### src/rtl/logic_unit_arbiter.sv
// rtl/logic_unit_arbiter.sv - round-robin arbiter sharing one registered bitwise logic unit
// Grants one requester per IDLE->EXEC->RESP pass and returns its result with the winner's ID.
module logic_unit_arbiter #(
    parameter  int NUM_REQ = 4,
    parameter  int WIDTH   = 8,
    localparam int ID_W    = $clog2(NUM_REQ)
) (
    input  logic                     clk,
    input  logic                     rst,
    input  logic [NUM_REQ-1:0]       req,
    input  logic [NUM_REQ*WIDTH-1:0] req_a,
    input  logic [NUM_REQ*WIDTH-1:0] req_b,
    input  logic [NUM_REQ*2-1:0]     req_op,
    output logic [NUM_REQ-1:0]       gnt,
    output logic                     resp_valid,
    input  logic                     resp_ready,
    output logic [ID_W-1:0]          resp_id,
    output logic [WIDTH-1:0]         resp_data
);

    typedef enum logic [1:0] {
        S_IDLE = 2'd0,
        S_EXEC = 2'd1,
        S_RESP = 2'd2
    } state_t;

    state_t               state_q;
    logic [ID_W-1:0]      ptr_q;
    logic [ID_W-1:0]      win_q;
    logic [WIDTH-1:0]     a_q;
    logic [WIDTH-1:0]     b_q;
    logic [1:0]           op_q;
    logic [NUM_REQ-1:0]   gnt_q;
    logic                 valid_q;
    logic [ID_W-1:0]      id_q;
    logic [WIDTH-1:0]     data_q;

    logic [ID_W-1:0]      win_d;
    logic [ID_W-1:0]      ptr_d;
    logic [WIDTH-1:0]     sel_a_d;
    logic [WIDTH-1:0]     sel_b_d;
    logic [1:0]           sel_op_d;
    logic [WIDTH-1:0]     result_d;
    logic                 found;
    logic [ID_W:0]        scan_idx;

    // Scan upward from the pointer, wrapping; one spare bit keeps the sum from overflowing.
    always_comb begin
        found    = 1'b0;
        win_d    = '0;
        scan_idx = '0;
        for (int k = 0; k < NUM_REQ; k++) begin
            scan_idx = {1'b0, ptr_q} + (ID_W+1)'(k);
            if (scan_idx >= (ID_W+1)'(NUM_REQ)) begin
                scan_idx = scan_idx - (ID_W+1)'(NUM_REQ);
            end
            if (!found && req[scan_idx[ID_W-1:0]]) begin
                found = 1'b1;
                win_d = scan_idx[ID_W-1:0];
            end
        end
    end

    assign ptr_d    = (win_d == ID_W'(NUM_REQ-1)) ? '0 : win_d + ID_W'(1);
    assign sel_a_d  = req_a[win_d*WIDTH +: WIDTH];
    assign sel_b_d  = req_b[win_d*WIDTH +: WIDTH];
    assign sel_op_d = req_op[win_d*2 +: 2];

    always_comb begin
        result_d = '0;
        case (op_q)
            2'b00:   result_d = a_q & b_q;
            2'b01:   result_d = a_q | b_q;
            2'b10:   result_d = a_q ^ b_q;
            default: result_d = ~(a_q & b_q);
        endcase
    end

    always_ff @(posedge clk) begin
        if (rst) begin
            state_q <= S_IDLE;
            ptr_q   <= '0;
            win_q   <= '0;
            a_q     <= '0;
            b_q     <= '0;
            op_q    <= '0;
            gnt_q   <= '0;
            valid_q <= 1'b0;
            id_q    <= '0;
            data_q  <= '0;
        end else begin
            case (state_q)
                S_IDLE: begin
                    if (found) begin
                        a_q          <= sel_a_d;
                        b_q          <= sel_b_d;
                        op_q         <= sel_op_d;
                        win_q        <= win_d;
                        gnt_q        <= '0;
                        gnt_q[win_d] <= 1'b1;
                        ptr_q        <= ptr_d;
                        state_q      <= S_EXEC;
                    end
                end
                S_EXEC: begin
                    gnt_q   <= '0;
                    data_q  <= result_d;
                    id_q    <= win_q;
                    valid_q <= 1'b1;
                    state_q <= S_RESP;
                end
                S_RESP: begin
                    if (resp_ready) begin
                        valid_q <= 1'b0;
                        state_q <= S_IDLE;
                    end
                end
                default: begin
                    gnt_q   <= '0;
                    valid_q <= 1'b0;
                    state_q <= S_IDLE;
                end
            endcase
        end
    end

    assign gnt        = gnt_q;
    assign resp_valid = valid_q;
    assign resp_id    = id_q;
    assign resp_data  = data_q;

endmodule

### config.mk
export PLATFORM = sky130hd
export DESIGN_NAME = logic_unit_arbiter
export DESIGN_NICKNAME = d
export VERILOG_FILES = /design/src/rtl/logic_unit_arbiter.sv
export SDC_FILE = /design/constraint.sdc
export NUM_CORES = 1
export LEC_CHECK = 0
export ABC_AREA = 1
export CAP_MARGIN = 20
export CORE_AREA = 2 2 83 85
export DETAILED_ROUTE_END_ITERATION = 8
export DIE_AREA = 0 0 85 87
export PLACE_DENSITY = 0.77
export SLEW_MARGIN = 20
export SYNTH_ARGS = -nofsm -noshare
export SYNTH_HDL_FRONTEND = slang
export SYNTH_SLANG_ARGS = --single-unit
### constraint.sdc
create_clock -name clk -period 2.3 [get_ports clk]
set_input_delay 0.46 -clock clk [delete_from_list [all_inputs] [get_ports clk]]
set_output_delay 0.46 -clock clk [all_outputs]
set_load 0.01 [all_outputs]
# Yosys cells after proc, flatten, opt, wreduce, memory -nomap -nowiden
# Cells that the tools add are included.
word_totals:
  out_inout_bits: 15
  regBits: 39
  input_bits: 79
  wordCells: 88
op_classes:
  bitwise_logic: 6
  eq_ne: 7
  muxes: 31
  order_cmp: 10
  n_addsub: 8
  shift: 3
  n_reduce_logical: 13
op_table:
  columns: ["cell", "count"]
  rows:
  - ["32-bit by 6-bit variable part select with 8-bit output", 2]
  - ["8-bit case mux with 3 select lines", 1]
  - ["2-bit 2-to-1 mux", 11]
  - ["2-bit by 3-bit < comparator with 1-bit output, second input constant", 5]
  - ["1-bit 2-to-1 mux", 10]
  - ["3-bit greater-or-equal comparator, second input constant", 3]
  - ["8-bit AND", 1]
  - ["1-bit binary-select mux with 2-bit select", 4]
  - ["8-bit NOT", 1]
  - ["8-bit OR", 1]
  - ["4-bit case mux with 2 select lines", 1]
  - ["2-bit AND reduction", 4]
  - ["8-bit by 4-bit variable part select with 2-bit output", 1]
  - ["2-bit by 1-bit subtractor with 2-bit output, second input constant", 4]
  - ["8-bit XOR", 1]
  - ["2-bit by 2-bit adder with 3-bit output, second input constant", 2]
  - ["2-bit == test, second input constant", 3]
  - ["2-bit case mux with 3 select lines", 1]
  - ["2-bit by 1-bit == test with 1-bit output, second input constant", 2]
  - ["1-bit logical AND", 4]
  - ["2-bit zero test", 2]
  - ["4-bit 2-to-1 mux", 1]
  - ["2-bit inequality test, second input constant", 2]
  - ["2-bit by 1-bit adder with 3-bit output, second input constant", 1]
  - ["7 further kinds", 10]

# Logic depth before layout (Yosys ltp)
depth:
  depth_word: 20
  ltp_mapped: 15
  ltp_nobuf: 14

# Worst setup path after synthesis
# OpenSTA, ideal clock, no wires.
synth_timing:
  kind: "input to register"
  start: "input req[3]"
  end: "register ptr_q[1]"
  slack_ns: 0.372
  setup_time_ns: 0.120
  required_ns: 2.180
  stages: 11
  arrival_ns: 1.808
  path_buffers: 1
  cell_sequence: "inv_1 -> nand2_1 -> nand3_1 -> nand2_1 -> nor2_4 -> nand3_1 -> nand3_1 -> buf_2 -> ha_1 -> o21ai_0 -> a21oi_1"
synth_between:
  elab_chain_cells: 14
  word_cells_on_any_way: 26
  classes_between: "add/sub: 1; eq/ne: 1; mux: 17; reduce/logical: 7"
synth_lines:
  columns: ["item", "line_no", "rtl"]
  rows:
  - ["from (decl)", "10", "input logic [NUM_REQ-1:0] req,"]
  - ["1-bit binary-select mux with 2-bit select", "57", "if (!found && req[scan_idx[ID_W-1:0]]) begin"]
  - ["1-bit 2-to-1 mux (implied by the code)", "57", null]
  - ["1-bit 2-to-1 mux", "57", null]
  - ["1-bit zero test", "57", null]
  - ["1-bit logical AND", "57", null]
  - ["1-bit 2-to-1 mux", "57", null]
  - ["1-bit zero test", "57", null]
  - ["1-bit logical AND", "57", null]
  - ["1-bit 2-to-1 mux", "57", null]
  - ["1-bit zero test", "57", null]
  - ["1-bit logical AND", "57", null]
  - ["2-bit 2-to-1 mux *", "57", null]
  - ["2-bit by 1-bit adder with 2-bit output or 2-bit == test (tied branches)", "64", "assign ptr_d = (win_d == ID_W'(NUM_REQ-1)) ? '0 : win_d + ID_W'(1);"]
  - ["2-bit 2-to-1 mux *", "64", null]
  - ["via ptr_d[1]", "39", "logic [ID_W-1:0] ptr_d;"]
  - ["to (signal assigned)", "101", "ptr_q <= ptr_d;"]
  - ["to (decl)", "28", "logic [ID_W-1:0] ptr_q;"]
# Mark *: on every way through the listed nets, which the timed path passes. The rest lies on a longest branch. The select of a mux whose other input is x is not followed.
# A chain may end at the register's enable or synchronous reset.

# Final worst setup path
layout_timing:
  start: "input req[0]"
  end: "register a_q[5]"
layout_between:
  elab_chain_cells: 13
  word_cells_on_any_way: 24
  classes_between: "shift: 1; mux: 16; reduce/logical: 7"
layout_lines:
  columns: ["item", "line_no", "rtl"]
  rows:
  - ["1-bit binary-select mux with 2-bit select", "57", null]
  - ["1-bit 2-to-1 mux (implied by the code)", "57", null]
  - ["1-bit 2-to-1 mux", "57", null]
  - ["1-bit zero test", "57", null]
  - ["1-bit logical AND", "57", null]
  - ["1-bit 2-to-1 mux", "57", null]
  - ["1-bit zero test", "57", null]
  - ["1-bit logical AND", "57", null]
  - ["1-bit 2-to-1 mux", "57", null]
  - ["1-bit zero test", "57", null]
  - ["1-bit logical AND", "57", null]
  - ["2-bit 2-to-1 mux or 1-bit 2-to-1 mux (tied branches)", "57", null]
  - ["32-bit by 6-bit variable part select with 8-bit output or 2-bit AND reduction (tied branches)", null, null]
  - ["to (signal assigned)", "95", "a_q <= sel_a_d;"]
  - ["to (decl)", "30", "logic [WIDTH-1:0] a_q;"]
# Parallel ways exist; a longest one is shown, timed or not. The select of a mux whose other input is x is not followed.

==> results.py <==
metrics = {
    "layout": {
        "drive_above_1_share_pct": 8.73,
        "fillers": 599,
        "area_delta_synth_final_pct": 46.0,
        "fin_cells": 653,
        "register_area_um2": 782,
        "multi_input_area_um2": 1750,
        "final_net_count": 668,
        "diodes": 0,
    },
    "grt": {
        "grtUsageTotal_pct": 20.5,
        "grt_max_degree": 38,
        "grt_pass1_wl_mm": 12.6,
        "first_global_vias": 2810,
        "overflow": 0,
        "grt_antenna_before_repair": 0,
    },
    "floorplanning": {
        "die_w_um": 85,
        "die-area_um2": 7400,
        "rows": 30,
        "die_y_um": 87,
        "initial_core_util_pct": 43.4,
        "core_um2": 6570,
        "ios": 94,
    },
    "synth": {
        "synth_most_common_cell": "nand2_1",
        "synth_nets": 568,
        "synth-edff-count": 0,
        "synth_area_um2": 2850,
        "netlist_instances": 472,
        "synth_area_per_cell_um2": 6.05,
        "synth_warnings": 0,
        "synth_seq_area_share_pct": 27.4,
        "synth-seq-cells": 39,
        "synth.lib_cells_used.distinct": 24,
        "yosys.area.top_type_share_pct": 27.4,
        "ys.flop_type": "dfxtp_1",
        "synth_commonest_cells": "112 x nand2_1, 84 x nand3_1, 62 x inv_1",
        "yosys-top-cells-area": "dfxtp_1 27%, nand2_1 15%, nand3_1 15%",
        "yosysTopAreaCell": "dfxtp_1",
        "synthArstFlopShare_pct": 0,
    },
    "sta": {
        "fmax_mhz": 460,
        "finalHoldViolCount": 0,
        "clock-skew-final_ns": 0.000969,
        "setup_viol": 0,
        "period_share_pct": 94.5,
        "finalCriticalPeriod_ns": 2.17,
        "slew_headroom_pct": 63.2,
        "hold_slack_ns": 0.463,
        "worstMarginPinSlew_ns": 0.550,
        "drv_slew": 0,
    },
    "routing": {
        "vias_per_cell": 5.07,
        "post_drt_wl_per_cell_um": 12.0,
        "final_antenna_net_count": 0,
        "via_count": 3312,
        "dr.pass1.iters": 5,
        "wl_mm": 7.86,
        "drc_errors": 0,
        "first_iter_violations": 102,
    },
    "clock_tree": {
        "clk_pin_slew_ns": 0.07,
        "cts_hold_buf": 0,
        "cts_sinks": 39,
        "clk-insertion-delay-late_ns": 0.29,
        "cts_max_level": 2,
        "cts_root_buffer": "clkbuf_8",
        "cts_made_buffers": 5,
        "ctsLongestPathBuffers": 2,
        "cts_tree": "built",
    },
    "pwr": {
        "max-vdd-ir-drop_uv": 803,
        "p_leak_nw": 2.01,
        "p_per_area_nw_per_um2": 1340,
        "total_power_mw": 5.58,
    },
    "worst_hold_path": {
        "holdPathStages": 2,
        "worstHoldPathType": "flop to flop",
    },
    "critical_path": {
        "reg2reg_slack_ns": 0.21,
        "reg2reg_depth": 13,
        "critPathLaunchType": "input pin",
        "end_kind": "flop",
        "required_ns": 2.52,
        "path_max_fanout": 18,
        "crit_type": "input pin to flop",
        "crit_arrival_ns": 2.40,
    },
    "flow_run": {
        "max_cap_viol_count": 0,
    },
    "status": {
        "status": "finished, final reports clean",
    },
    "place": {
        "finalWeightedCongestion": 0.906,
        "place_inst": 642,
        "hpwl_mm": 5.87,
        "portBuffers": 93,
    },
}
-- cells in the final DEF (no fill, tap or decap) --
cell type,n
o21ai_0,34
nand3_2,4
buf_12,6
nand3_1,81
a211oi_1,2
inv_1,62
dfxtp_1,38
o21ai_2,1
nor2_1,55
nand2_2,3
clkbuf_1,1
o21ai_1,1
inv_2,3
nand4_1,2
buf_4,15
a221oi_1,6
clkbuf_16,1
clkbuf_8,7
ha_1,17
clkdlybuf4s50_1,93
nor2_2,4
clkinv_1,1
dfxtp_2,1
nor2_4,3
nand2_4,2
o31ai_1,2
nand2_1,110
nand3b_1,1
a21oi_1,17
-- kinds of logic (layout without fill, tap and decap cells) --
| logic type | count (synthesis) | in the layout | share of synthesized area (%) |
|---|---|---|---|
| compound gates | 63 | 63 | 12.3 |
| fa+ha+maj | 17 | 17 | 7.45 |
| buf+inv | 89 | 189 | 12.8 |
| flops | 39 | 39 | 27.4 |
| simple gates | 264 | 265 | 40.1 |
-- registers in the layout, summed over array words and instances, names as in the netlist --
signal	count
op_q	2
resp_data	8
gnt	4
ptr_q	2
a_q	8
resp_valid	1
state_q	2
win_q	2
resp_id	2
b_q	8
-- worst max-delay path, stage by stage --
cell and delay, ns:
clkdlybuf4s50_1 0.47, inv_1 0.05, nand2_1 0.09, nand3_1 0.11, nand2_2 0.13, nor2_4 0.06, nand3_1 0.11, nand2_1 0.17
nor2_4 0.38, nand3_1 0.13, nand2_1 0.08, nor2_1 0.05, nor2_1 0.09
-- metal layers --
metal,global-route usage (%),share of wire (%),vias to the layer above
li1,-,-,1715
met4,6.20,1.8,0
met3,3.22,5.5,14
met5,0,0,-
met1,27.5,45,1477
met2,34.0,48,106
-- where the power goes --
part / leakage (nW) / switching [mW] / total (mW) / internal (mW)
logic: 1.63 / 2.26 / 3.98 / 1.72
registers: 0.322 / 0.180 / 1.10 / 0.922
clock network: 0.0515 / 0.225 / 0.498 / 0.273
total: 2.01 / 2.67 / 5.58 / 2.92
-- metrics by stage --
step                TNS (ns)  instance area, um^2  worst slack [ns]  utilization [%]
global route         -0.0294                 4170           -0.0227             63.4
finish                     0                 4170             0.126             63.4
CTS                        0                 4080            0.0227             62.2
global placement       -3.83                 3980            -0.210             60.6
floorplan                  0                 2850             0.372                -
detailed placement     -6.25                 3980            -0.340             60.6
-- cell type report --
class / instances / share of cell area (%)
inverter: 66 / 5.94
tap: 80 / 2.40
timing repair buffer: 115 / 28.5
multi-input combinational: 345 / 42.0
clock buffer: 8 / 2.40
sequential: 39 / 18.8
-- path summary, 6_finish.rpt --
path                                from      to
worst max-delay path              req[0]  a_q[5]
worst min-delay path              gnt[3]  gnt[3]
worst max register to register  ptr_q[0]  a_q[5]
worst min register to register    gnt[3]  gnt[3]
-- timing repair --
action / CTS / global route
setup buffers: 0 / 1
setup endpoints to repair: 12 / 21
gates resized for setup: 2 / 9
pin swaps: 1 / 3
gates cloned: 0 / 2
(Power assumes the default switching activity.)
==> edit 1 (config.mk and constraints unchanged) <==
Encoding of `state_t`: now one-hot (3 bits for 3 states).
--- a/src/rtl/logic_unit_arbiter.sv
+++ b/src/rtl/logic_unit_arbiter.sv
@@ -18,10 +18,10 @@
     output logic [WIDTH-1:0]         resp_data
 );
 
-    typedef enum logic [1:0] {
-        S_IDLE = 2'd0,
-        S_EXEC = 2'd1,
-        S_RESP = 2'd2
+    typedef enum logic [2:0] {
+        S_IDLE = 3'b001,
+        S_EXEC = 3'b010,
+        S_RESP = 3'b100
     } state_t;
 
     state_t               state_q;
Check against the original RTL: no difference found for any inputs over 10 cycles, from zero or initial values and one cycle with rst high; not proved beyond that.
==> edit 1 against the original RTL <==
Worst setup slack better by 0.051 ns; die area unchanged; largest cell class unchanged; area after synthesis grew 7.3%; cell count rose by 0.15%; design area is 2.0% higher; hold slack improved by 0.0092 ns; combinational power grew 1%; sequential cell count is 1 higher; power grew 3.2%; wire length is 0.20% lower.
==> edit 1: results (changes against the original RTL) <==
cells_and_area:
  final_cells: 654  # was 653
  fill_cells: 582  # was 599
  fin_nets: 670  # was 668
  layout-drive-gt1-share_pct: 10.6  # was 8.73%
worst_setup_path:
  critPathLaunch: "req[2]"  # was req[0]
  r2r_start: "ptr_q[1]$_SDFFE_PP0P_"  # was ptr_q[0]$_SDFFE_PP0P_
  crit_end: "b_q[1]$_SDFFE_PP0P_"  # was a_q[5]$_SDFFE_PP0P_
  cp_max_fo: 14  # was 18
  ff2ff_setup_slack_ns: 0.30  # was 0.21 ns
  r2r_cells: 14  # was 13
  arrival_ns: 2.31  # was 2.40 ns
clocking:
  post_cts_resized: 0  # was 2
  h-tree-depth: 2  # unchanged
placed_design:
  hpwlAfterDp_microns: 6260  # was 5870 microns
  place.gp.congestion: 0.905  # was 0.906
  dp_slack_ns: -0.121  # was -0.340 ns
status:
  status: "completed"  # unchanged
route:
  wl_per_cell_microns: 12.0  # about the same
  viasPerCell: 4.88  # was 5.07
  drt-initial-drc-count: 197  # was 102
synthesis:
  synth.area.top_cells: "dfxtp_1 26%, nand2_1 14%, nand3_1 10%"  # was dfxtp_1 27%, nand2_1 15%, nand3_1 15%
  syn_area_per_cell_sq_um: 6.37  # was 6.05 sq um
  synth.net_count: 578  # was 568
  ys_seq_area_share_pct: 26.2  # was 27.4%
  yosysWarnings: 0  # unchanged
  synth.distinct_cells: 30  # was 24
  yosys-top-cells-count: "115 x nand2_1, 74 x inv_1, 61 x nand3_1"  # was 112 x nand2_1, 84 x nand3_1, 62 x inv_1
grt:
  grt_pass1_vias: 2948  # was 2810
  grt_pass1_wl_microns: 13100  # was 12600 microns
  track_usage_pct: 21.4  # was 20.5%
  grt_max_degree: 29  # was 38
power:
  combinationalPower_mw: 4.03  # was 3.98 mW
  peakVddDrop_mv: 0.729  # was 0.803 mV
  p_seq_share_pct: 19.2  # was 19.7%
  p_sw_mw: 2.74  # was 2.67 mW
  p_leak_nw: 2.14  # was 2.01 nW
sta:
  fmax_mhz: 471  # was 460 MHz
  skew_ns: 0.00261  # was 0.000969 ns
edit 1: cell types whose count changed after synthesis, moves of 3 or more:
cell	change
nand3_2	+13
nor2_2	+3
nand3_1	-23
nand2_2	+8
buf_6	+6
a21oi_1	+5
inv_1	+12
o21ai_0	-14
buf_2	-6
nand2_1	+3
nor3_1	+10
nor2_1	-16
edit 1: kinds of logic after synthesis:
group           synth area share (%)
compound gates                  11.0
simple gates                    39.9
flops                           26.2
fa+ha+maj                       7.36
buf+inv                         15.6
edit 1: how the worst min path moves through the flow:
| stage | to | cells after the start | slack, ns | start |
|---|---|---|---|---|
| finish | resp_valid$_SDFFE_PP0P_ | 1 | 0.47 | resp_valid$_SDFFE_PP0P_ |
| global placement | resp_valid$_SDFFE_PP0P_ | 1 | 0.45 | resp_valid$_SDFFE_PP0P_ |
| global route | gnt[1]$_SDFFE_PP0P_ | 2 | 0.49 | gnt[1]$_SDFFE_PP0P_ |
| CTS | resp_valid$_SDFFE_PP0P_ | 1 | 0.48 | resp_valid$_SDFFE_PP0P_ |
| floorplan | resp_id[1]$_SDFFE_PP0P_ | 2 | 0.45 | win_q[1]$_SDFFE_PP0P_ |
| detailed placement | resp_valid$_SDFFE_PP0P_ | 1 | 0.46 | resp_valid$_SDFFE_PP0P_ |
edit 1: layout make-up:
cell class / count / area (sq um) / share of cell area (%)
inverters: 79 / 297 / 6.98
flip-flops and latches: 40 / 801 / 18.8
clock inverters: 1 / 30.0 / 0.707
multi-input cells: 337 / 1790 / 42.2
repair buffers: 110 / 1130 / 26.7
clock buffers: 7 / 96.3 / 2.27
well taps: 80 / 100 / 2.36
edit 1: metal layers:
layer	track usage, %	share of wire, %	up-vias
li1	-	-	1703
met1	28.3	46	1379
met2	36.4	48	99
met3	3.13	4.8	12
met4	5.77	1.6	0
met5	0	0	-
==> edit 2 (config.mk and constraints unchanged) <==
Without the edit above. The parameter `WIDTH` goes from 8 to 6.
--- a/src/rtl/logic_unit_arbiter.sv
+++ b/src/rtl/logic_unit_arbiter.sv
@@ -2,7 +2,7 @@
 // Grants one requester per IDLE->EXEC->RESP pass and returns its result with the winner's ID.
 module logic_unit_arbiter #(
     parameter  int NUM_REQ = 4,
-    parameter  int WIDTH   = 8,
+    parameter  int WIDTH   = 6,
     localparam int ID_W    = $clog2(NUM_REQ)
 ) (
     input  logic                     clk,
Ports: changed (resized req_a, req_b and resp_data); port bits go from 94 to 76. The function was not compared with the original's and may differ.
==> edit 2 against the original RTL <==
Worst setup slack improved by 0.052 ns; clock skew increased by 0.0015 ns; wire length decreased by 19%; critical endpoint is now ptr_q[1]$_SDFFE_PP0P_; area after synthesis decreased by 14%; utilization decreased by 11 points; power decreased by 26%; cell count decreased by 11%; highest routed layer unchanged; sequential cell count decreased by 6; design area decreased by 17%; register-to-register slack got worse by 0.03 ns; non-clock buffer count decreased by 23; synthesized cell count decreased by 12%.
==> edit 2: results (changes against the original RTL) <==
status:
  status: "completed"  # unchanged
power:
  combinationalPower_mw: 2.73  # was 3.98 mW
  switching_share_pct: 47.4  # was 47.7%
  peakVddDrop_mv: 0.741  # was 0.803 mV
  p_leak_nw: 1.78  # was 2.01 nW
  clkPwrFrac_pct: 11.8  # was 8.9%
  p_sw_mw: 1.96  # was 2.67 mW
cells_and_area:
  fin_nets: 575  # was 668
  layout-drive-gt1-share_pct: 8.42  # was 8.73%
  fill_cells: 639  # was 599
worst_setup_path:
  ff2ff_setup_slack_ns: 0.18  # was 0.21 ns
  crit_slowest_cell: "dfxtp_1"  # was clkdlybuf4s50_1
  cpPeakStageDelay_ns: 0.57  # was 0.47 ns
  r2r_cells: 12  # was 13
  cp_max_fo: 11  # was 18
  critPathLaunch: "ptr_q[0]$_SDFFE_PP0P_"  # was req[0]
  crit_end: "ptr_q[1]$_SDFFE_PP0P_"  # was a_q[5]$_SDFFE_PP0P_
min_path:
  min_from: "resp_data[4]$_SDFFE_PP0P_"  # was gnt[3]$_SDFFE_PP0P_
  min_to: "resp_data[4]$_SDFFE_PP0P_"  # was gnt[3]$_SDFFE_PP0P_
placed_design:
  port_buffers: 75  # was 93
  place.gp.congestion: 0.909  # was 0.906
  hpwlAfterDp_microns: 5030  # was 5870 microns
grt:
  grt_pass1_wl_microns: 11100  # was 12600 microns
  grt_pass1_vias: 2589  # was 2810
  track_usage_pct: 18.2  # was 20.5%
  grt_max_degree: 20  # was 38
route:
  viasPerCell: 4.69  # was 5.07
  wl_per_cell_microns: 11.0  # was 12.0 microns
  drt-initial-drc-count: 140  # was 102
synthesis:
  synth_ff_type: "dfxtp_1"  # unchanged
  ys_seq_area_share_pct: 26.8  # was 27.4%
  synth.area.top_cells: "dfxtp_1 27%, nand2_1 26%, nand3_1 11%"  # was dfxtp_1 27%, nand2_1 15%, nand3_1 15%
  async_flop_share_pct: 0  # unchanged
  yosys-top-cells-count: "169 x nand2_1, 58 x inv_1, 53 x nand3_1"  # was 112 x nand2_1, 84 x nand3_1, 62 x inv_1
  yosysWarnings: 0  # unchanged
  synth.distinct_cells: 28  # was 24
  synth.net_count: 492  # was 568
clocking:
  post_cts_resized: 0  # was 2
sta:
  skew_ns: 0.00250  # was 0.000969 ns
  slew_headroom_pct: 71.1  # was 63.2%
## edit 2: cell types whose count changed after synthesis, sizes merged, moves of 3 or more
cell	unedited run	this run
o22ai	0	6
a221oi	6	0
nand3	85	54
buf	17	14
clkbuf	6	2
ha	17	14
inv	65	61
dfxtp	39	33
nand2	115	176
o21ai	36	12
nor2	61	18
## edit 2: cell type report
cell class                 count  area share (%)
clock buffer                   7            2.78
clock inverter                 1           0.144
inverter                      62            6.78
multi-input combinational    304            41.9
sequential                    33            19.1
tap                           80            2.89
timing repair buffer          92            26.4
## edit 2: routing by layer
layer | wire, microns | GRT usage [%] | share of wire [%]
met1 | 2940 | 23.0 | 46
met2 | 2890 | 30.8 | 45
met3 | 472 | 3.79 | 7.4
met4 | 77 | 5.92 | 1.2
met5 | 0 | 0 | 0
## edit 2: critical path: cells and delay by family, from the launching register on
| family | cells | cell delay, ns |
|---|---|---|
| flops | 1 | 0.57 |
| compound gates | 3 | 0.39 |
| buf+inv | 2 | 0.20 |
| simple gates | 6 | 0.56 |
| fa+ha+maj | 1 | 0.29 |
## edit 2: logic make-up (layout without fill, tap and decap cells)
family          after synthesis  after routing  synth area share (%)
flops                        33             33                  26.8
buf+inv                      78            162                  14.3
compound gates               38             38                  8.11
simple gates                252            252                  43.7
fa+ha+maj                    14             14                  7.10
## edit 2: stage by stage
| step | hold WS [ns] | instances | area [sq um] | setup WS, ns |
|---|---|---|---|---|
| after floorplan | 0.444 | 415 | 2470 | 0.359 |
| after global placement | 0.456 | 570 | 3350 | -0.0213 |
| after detailed placement | 0.460 | 570 | 3350 | -0.0707 |
| final | 0.466 | 579 | 3470 | 0.178 |
| after global routing | 0.495 | 579 | 3470 | 0.0245 |
| after CTS | 0.471 | 578 | 3450 | 0.222 |
